--- src/rtl/matvec_address_sequencer.sv ---
// matvec_address_sequencer
// Address and control sequencer for a LANES-wide matrix-vector MAC array.
// It walks the row groups of a ROWS x COLS row-major weight matrix. For each
// group it issues a MAC clear, then COLS accumulate beats (weight and input
// read addresses), then a valid strobe, then a per-lane output write. The
// whole pass is framed by a start/busy/done handshake.
// All outputs except acc_en come straight from flops. acc_en is gated by the
// live hold input, so a stalled beat is never counted by the MACs.
`timescale 1ns/1ps

module matvec_address_sequencer #(
  parameter int ROWS        = 8,
  parameter int COLS        = 8,
  parameter int LANES       = 4,
  parameter int W_ADDR_BITS = 6,
  parameter int X_ADDR_BITS = 3,
  parameter int Y_ADDR_BITS = 3
) (
  input  logic                           clk,
  input  logic                           rst_n,
  input  logic                           start,
  input  logic                           hold,
  output logic                           busy,
  output logic                           done,
  output logic                           clear,
  output logic                           acc_en,
  output logic                           valid,
  output logic [LANES*W_ADDR_BITS-1:0]   w_addr,
  output logic [X_ADDR_BITS-1:0]         x_addr,
  output logic [LANES*Y_ADDR_BITS-1:0]   y_addr,
  output logic [LANES-1:0]               lane_en,
  output logic [LANES-1:0]               lane_we
);

  function automatic int max2(input int a, input int b);
    return (a > b) ? a : b;
  endfunction

  // The row base can reach ROWS-1+LANES before the end-of-pass compare, so it
  // gets one spare bit and never wraps.
  localparam int RBW = $clog2(ROWS + LANES) + 1;
  localparam int CW  = $clog2(COLS) + 1;
  // Width for address arithmetic. It holds any in-range product and is wide
  // enough that every cast below only truncates or extends.
  localparam int PW  = max2(max2($clog2(ROWS * COLS) + 1, RBW),
                            max2(max2(CW, W_ADDR_BITS), Y_ADDR_BITS));

  localparam logic [RBW-1:0] ROWS_R   = RBW'(ROWS);
  localparam logic [RBW-1:0] LANES_R  = RBW'(LANES);
  localparam logic [CW-1:0]  COL_LAST = CW'(COLS - 1);

  localparam logic [2:0] S_IDLE  = 3'd0;
  localparam logic [2:0] S_CLEAR = 3'd1;
  localparam logic [2:0] S_ACCUM = 3'd2;
  localparam logic [2:0] S_VALID = 3'd3;
  localparam logic [2:0] S_WRITE = 3'd4;
  localparam logic [2:0] S_DONE  = 3'd5;

  // Weight address for lane k: (row_base + k) * COLS + col.
  function automatic logic [W_ADDR_BITS-1:0] w_addr_of(input logic [RBW-1:0] rb,
                                                       input int             k,
                                                       input logic [CW-1:0]  c);
    logic [PW-1:0] row;
    logic [PW-1:0] prod;
    row  = PW'(rb) + PW'(k);
    prod = row * PW'(COLS) + PW'(c);
    return W_ADDR_BITS'(prod);
  endfunction

  // Output address for lane k: row_base + k.
  function automatic logic [Y_ADDR_BITS-1:0] y_addr_of(input logic [RBW-1:0] rb,
                                                       input int             k);
    logic [PW-1:0] row;
    row = PW'(rb) + PW'(k);
    return Y_ADDR_BITS'(row);
  endfunction

  logic [2:0]                 state_q, state_d;
  logic [RBW-1:0]             row_q, row_d;
  logic [CW-1:0]              col_q, col_d;

  logic                       busy_q, busy_d;
  logic                       done_q, done_d;
  logic                       clear_q, clear_d;
  logic                       acc_ph_q, acc_ph_d;
  logic                       valid_q, valid_d;
  logic [LANES*W_ADDR_BITS-1:0] w_addr_q, w_addr_d;
  logic [X_ADDR_BITS-1:0]     x_addr_q, x_addr_d;
  logic [LANES*Y_ADDR_BITS-1:0] y_addr_q, y_addr_d;
  logic [LANES-1:0]           lane_en_q, lane_en_d;
  logic [LANES-1:0]           lane_we_q, lane_we_d;
  logic [LANES-1:0]           act_d;

  // Phase sequencing, row-group stepping and column stepping (hold freezes ACCUM).
  always_comb begin
    state_d = state_q;
    row_d   = row_q;
    col_d   = col_q;
    case (state_q)
      S_IDLE: begin
        if (start) begin
          state_d = S_CLEAR;
          row_d   = '0;
          col_d   = '0;
        end
      end
      S_CLEAR: state_d = S_ACCUM;
      S_ACCUM: begin
        if (!hold) begin
          if (col_q == COL_LAST) begin
            col_d   = '0;
            state_d = S_VALID;
          end else begin
            col_d = col_q + CW'(1);
          end
        end
      end
      S_VALID: state_d = S_WRITE;
      S_WRITE: begin
        row_d   = row_q + LANES_R;
        state_d = (row_d >= ROWS_R) ? S_DONE : S_CLEAR;
      end
      S_DONE:  state_d = S_IDLE;
      default: state_d = S_IDLE;
    endcase
  end

  // Decode the outputs for the coming cycle, so that every strobe and address leaves a flop.
  always_comb begin
    busy_d   = (state_d != S_IDLE);
    done_d   = (state_d == S_DONE);
    clear_d  = (state_d == S_CLEAR);
    acc_ph_d = (state_d == S_ACCUM);
    valid_d  = (state_d == S_VALID);

    act_d = '0;
    for (int k = 0; k < LANES; k++) begin
      act_d[k] = ((row_d + RBW'(k)) < ROWS_R);
    end

    // Lane mask is latched on entry to CLEAR and carried unchanged through WRITE.
    lane_en_d = '0;
    if (state_d == S_CLEAR) begin
      lane_en_d = act_d;
    end else if (state_d inside {S_ACCUM, S_VALID, S_WRITE}) begin
      lane_en_d = lane_en_q;
    end

    lane_we_d = (state_d == S_WRITE) ? lane_en_d : '0;
    x_addr_d  = acc_ph_d ? X_ADDR_BITS'(col_d) : '0;

    w_addr_d = '0;
    y_addr_d = '0;
    for (int k = 0; k < LANES; k++) begin
      if (acc_ph_d && lane_en_d[k]) begin
        w_addr_d[k*W_ADDR_BITS +: W_ADDR_BITS] = w_addr_of(row_d, k, col_d);
      end
      if ((valid_d || (state_d == S_WRITE)) && lane_en_d[k]) begin
        y_addr_d[k*Y_ADDR_BITS +: Y_ADDR_BITS] = y_addr_of(row_d, k);
      end
    end
  end

  // State, counters and registered outputs; reset forces IDLE and all-zero outputs.
  always_ff @(posedge clk or negedge rst_n) begin
    if (!rst_n) begin
      state_q   <= S_IDLE;
      row_q     <= '0;
      col_q     <= '0;
      busy_q    <= 1'b0;
      done_q    <= 1'b0;
      clear_q   <= 1'b0;
      acc_ph_q  <= 1'b0;
      valid_q   <= 1'b0;
      w_addr_q  <= '0;
      x_addr_q  <= '0;
      y_addr_q  <= '0;
      lane_en_q <= '0;
      lane_we_q <= '0;
    end else begin
      state_q   <= state_d;
      row_q     <= row_d;
      col_q     <= col_d;
      busy_q    <= busy_d;
      done_q    <= done_d;
      clear_q   <= clear_d;
      acc_ph_q  <= acc_ph_d;
      valid_q   <= valid_d;
      w_addr_q  <= w_addr_d;
      x_addr_q  <= x_addr_d;
      y_addr_q  <= y_addr_d;
      lane_en_q <= lane_en_d;
      lane_we_q <= lane_we_d;
    end
  end

  assign busy    = busy_q;
  assign done    = done_q;
  assign clear   = clear_q;
  assign acc_en  = acc_ph_q & ~hold;
  assign valid   = valid_q;
  assign w_addr  = w_addr_q;
  assign x_addr  = x_addr_q;
  assign y_addr  = y_addr_q;
  assign lane_en = lane_en_q;
  assign lane_we = lane_we_q;

endmodule

--- config.mk ---
export PLATFORM = sky130hd
export DESIGN_NAME = matvec_address_sequencer
export DESIGN_NICKNAME = d
export VERILOG_FILES = /design/src/rtl/matvec_address_sequencer.sv
export SDC_FILE = /design/constraint.sdc
export NUM_CORES = 1
export LEC_CHECK = 0
export CAP_MARGIN = 20
export CORE_ASPECT_RATIO = 1.75
export CORE_MARGIN = 2
export CORE_UTILIZATION = 35
export DETAILED_ROUTE_END_ITERATION = 8
export PLACE_DENSITY = 0.55
export RECOVER_POWER = 25
export SYNTH_ARGS = -nofsm -noshare
export SYNTH_HDL_FRONTEND = slang
export SYNTH_SLANG_ARGS = --single-unit
export TNS_END_PERCENT = 50
--- constraint.sdc ---
create_clock -name clk -period 3 [get_ports clk]
set_input_delay 0.6 -clock clk [delete_from_list [all_inputs] [get_ports clk]]
set_output_delay 0.6 -clock clk [all_outputs]
set_load 0.02 [all_outputs]
==> impl_metrics.yaml <==
critical_path:
  path_cells: "clkdlybuf4s50_1 -> or4b_4 -> nand2_1 -> inv_1 -> ha_1 -> a31oi_1 -> o21ai_1 -> a32oi_2 -> buf_12 -> nor3_1"
  path_max_fanout: 11
  data_required_time_of_the_critical_path_ns: 3.21
  critical-path-max-stage-delay_ns: 0.49
  slowest_stage: "sky130_fd_sc_hd__clkdlybuf4s50_1"
  worstSetupEndpointType: "flip-flop"
  critical_path_class: "input port to flip-flop"
  worst_setup_path_start_kind: "input port"
  critical_path_arrival_ns: 2.85
  regToRegStartpoint: "state_q[0]"
  crit_path_start: "start"
cells_and_area:
  post-route-util_pct: 50.5
  antennaDiodeCount: 0
  drive_above_1_share_pct: 19.5
  final-instance-count-excl-fill: 396
  postLayoutCellArea_sq_um: 3790
  fill_cells: 693
  num-nets-final: 321
  areaGrowthSynthToFinish_pct: 41.3
global_route:
  grt_max_degree: 65
  grt_overflow: 0
  vias_in_the_first_global_route: 1982
  grt_antenna_before_repair: 0
  grt_first_pass_wirelength_um: 10400
  grtUsageTotal_pct: 16.6
timing:
  timing.final.setup_violations: 0
  worst_slew_slack_as_a_fraction_of_its_limit_pct: -4.07
  layout_min_cycle_time_ns: 2.64
  worst-slew-pin-transition_ns: 1.56
  grt_setup_unrepaired: "false"
  fmax_mhz: 378
  final.period_utilization_pct: 88.1
  report.final.hold_viol_count: 0
  totalNegativeSetupSlack_ns: 0
  number_of_pins_exceeding_their_max_slew_limit_in_the_final_report: 65
  fin_worst_skew_ns: 0.00634
cts:
  cts_setup_buffers: 0
  path_clk_slew_ns: 0.05
  clk_latency_ns: 0.33
  htreeDepth: 3
  buffer_cell_driving_the_clock_tree_root: "sky130_fd_sc_hd__clkbuf_16"
  cts_sinks: 64
  numCtsBuffers: 9
  postCtsHoldBufs: 0
  cts.repair.resized: 0
  tritoncts: "built"
  clock_path_buffers: 2
logic_synthesis:
  netlist_top_cells_count: "sky130_fd_sc_hd__dfrtp_1 (64), sky130_fd_sc_hd__nor2_1 (21), sky130_fd_sc_hd__inv_1 (14)"
  yosys_warnings: 0
  number_of_flops_mapped_to_enable_cells_by_yosys: 0
  synth_top_area_share_pct: 59.6
  postSynthCellCount: 224
  synth.largest_area_cell: "sky130_fd_sc_hd__dfrtp_1"
  yosys_register_bits: 64
  synth_top_flop_cell: "sky130_fd_sc_hd__dfrtp_1"
  synthMostInstantiatedCell: "sky130_fd_sc_hd__dfrtp_1"
  synth_area_sq_um: 2690
  synth_cell_type_count: 47
  ys_top_cells_by_area: "sky130_fd_sc_hd__dfrtp_1 (60%), sky130_fd_sc_hd__ha_1 (6.1%), sky130_fd_sc_hd__nor2_1 (2.9%)"
  total_nets_after_synthesis: 241
  yosysSeqAreaShare_pct: 59.6
  async_flop_share_pct: 100
  synthesis.area_per_instance_sq_um: 12.0
floorplanning:
  fp.dieArea_sq_um: 8420
  placement_rows: 42
  die_x_um: 70.2
  ioPinCount: 56
  die-height_um: 120
  initial_utilization_pct: 35.7
  core_region_area_sq_um: 7510
power:
  power.share.sequential_pct: 31.5
  power_report.internal_total_w: 0.00237
  total_power_w: 0.00367
  switching_power_w: 0.00129
  static-leakage-power_nw: 1.82
  vdd_drop_max_v: 0.000427
  clock_power_share_pct: 30.3
  power_density_nw_per_um2: 966
  p_sw_share_pct: 35.3
  pwr-share-comb_pct: 38.2
place:
  finalWeightedCongestion: 0.848
  place.detailed.instances: 381
  place.detailed.hpwl_um: 4630
  placedInstanceArea_sq_um: 3480
  port-buffer-count: 55
run_status:
  outcome: "finished, violations left"
  violations: "max-capacitance violations, max-slew violations"
detailed_routing:
  drt_iter0_drc: 104
  routed_wl_um: 6380
  via_count: 1905
  post-route-drc-count: 0
  wl_per_cell_um: 16.1
  postRouteAntennaNets: 0
  drt-vias-per-instance: 4.81
  drt_pre_antenna_iters: 4
hold_path:
  worst_hold_path_type: "flip-flop to flip-flop"
  min-delay-start: "col_q[3]"
job:
  max_cap_violations: 1
## flip-flops by register name, summed over array words and instances, names as in the netlist
register and flops:
acc_ph_q 1, busy 1, clear 1, col_q 4
done 1, lane_en 4, lane_we 4, row_q 5
state_q 3, valid 1, w_addr 24, x_addr 3
y_addr 12
## path summary, 6_finish.rpt
check / slack, ns / end / cells past startpoint
worst min register to register: 0.55 / col_q[3] / 1
worst max-delay path: 0.36 / w_addr[23] / 10
worst min-delay path: 0.55 / col_q[3] / 1
max in group asynchronous: 1.31 / w_addr[8] / 2
min in group asynchronous: 0.74 / y_addr[1] / 2
worst max register to register: 0.46 / w_addr[11] / 7
## routing by layer
| layer | wire (um) | share of wire (%) | GRT usage, % |
|---|---|---|---|
| met5 | 0 | 0 | 0 |
| met3 | 245 | 3.8 | 4.03 |
| met4 | 180 | 2.8 | 8.77 |
| met1 | 2410 | 38 | 18.7 |
| met2 | 3550 | 56 | 28.5 |
## placed cells by master (no fill, tap or decap), types with 2 or more instances in the layout
cell                              count
sky130_fd_sc_hd__a21oi_1              3
sky130_fd_sc_hd__and2_1               3
sky130_fd_sc_hd__and3_1               5
sky130_fd_sc_hd__buf_4               20
sky130_fd_sc_hd__bufinv_16            2
sky130_fd_sc_hd__clkbuf_16            9
sky130_fd_sc_hd__clkbuf_8             2
sky130_fd_sc_hd__clkdlybuf4s50_1     54
sky130_fd_sc_hd__dfrtp_1             64
sky130_fd_sc_hd__ha_1                13
sky130_fd_sc_hd__inv_1               14
sky130_fd_sc_hd__inv_2                3
sky130_fd_sc_hd__mux2i_1              3
sky130_fd_sc_hd__nand2_1             10
sky130_fd_sc_hd__nand2b_1             6
sky130_fd_sc_hd__nand3_1              3
sky130_fd_sc_hd__nor2_1              21
sky130_fd_sc_hd__nor2_2               7
sky130_fd_sc_hd__nor2b_1              5
sky130_fd_sc_hd__nor3_1               9
sky130_fd_sc_hd__nor3_2               5
sky130_fd_sc_hd__o21ai_0              5
sky130_fd_sc_hd__o21ai_1              2
sky130_fd_sc_hd__o22a_1               2
sky130_fd_sc_hd__o22ai_1              2
sky130_fd_sc_hd__or2_2                2
sky130_fd_sc_hd__or3_1                2
sky130_fd_sc_hd__xnor2_1              4
sky130_fd_sc_hd__xnor3_1              2
sky130_fd_sc_hd__xor2_1               2
## cell families after synthesis
group                      after synthesis  synth area share [%]
AOI/OAI and AO/OA                       25                  7.17
xor gates and xnor gates                 8                  3.63
muxes                                    3                  1.12
adders and majority gates               13                  6.06
buffers and inverters                   25                  4.01
DFF                                     64                  59.6
and+or+nand+nor                         86                  18.4
## worst max-delay path, delay by kind of cell
| kind | cells | cell delay [ns] |
|---|---|---|
| AO/OA/AOI/OAI | 3 | 0.55 |
| adder cells (fa/ha/maj) | 1 | 0.23 |
| buffers and inverters | 3 | 0.77 |
| AND/OR/NAND/NOR | 3 | 0.70 |
## through the flow
step                hold slack (ns)  worst slack (ns)
finish                        0.546             0.356
global route                  0.562             0.233
floorplan                     0.304             0.569
detailed placement            0.543            0.0383
CTS                           0.483             0.363
global placement              0.528            0.0334
## power groups by stage
stage / combinational [W] / sequential, W / clock [W]
6_report: 0.00140 / 0.00116 / 0.00111
5_1_grt: 0.00152 / 0.00118 / 0.00117
4_1_cts: 0.00143 / 0.00116 / 0.00114
3_5_place_dp: 0.00142 / 0.00117 / 0
3_3_place_gp: 0.00141 / 0.00117 / 0
2_1_floorplan: 0.000702 / 0.00126 / 0
## cell type report
cell class | instances | area, sq um | area share [%]
Clock inverter | 3 | 65.1 | 1.71
Multi-Input combinational cell | 135 | 977 | 25.8
Sequential cell | 64 | 1600 | 42.2
Clock buffer | 12 | 256 | 6.76
Tap cell | 88 | 110 | 2.90
Inverter | 17 | 63.8 | 1.68
Timing Repair Buffer | 77 | 721 | 19.0
No activity file was read; power rests on OpenSTA's default activity.
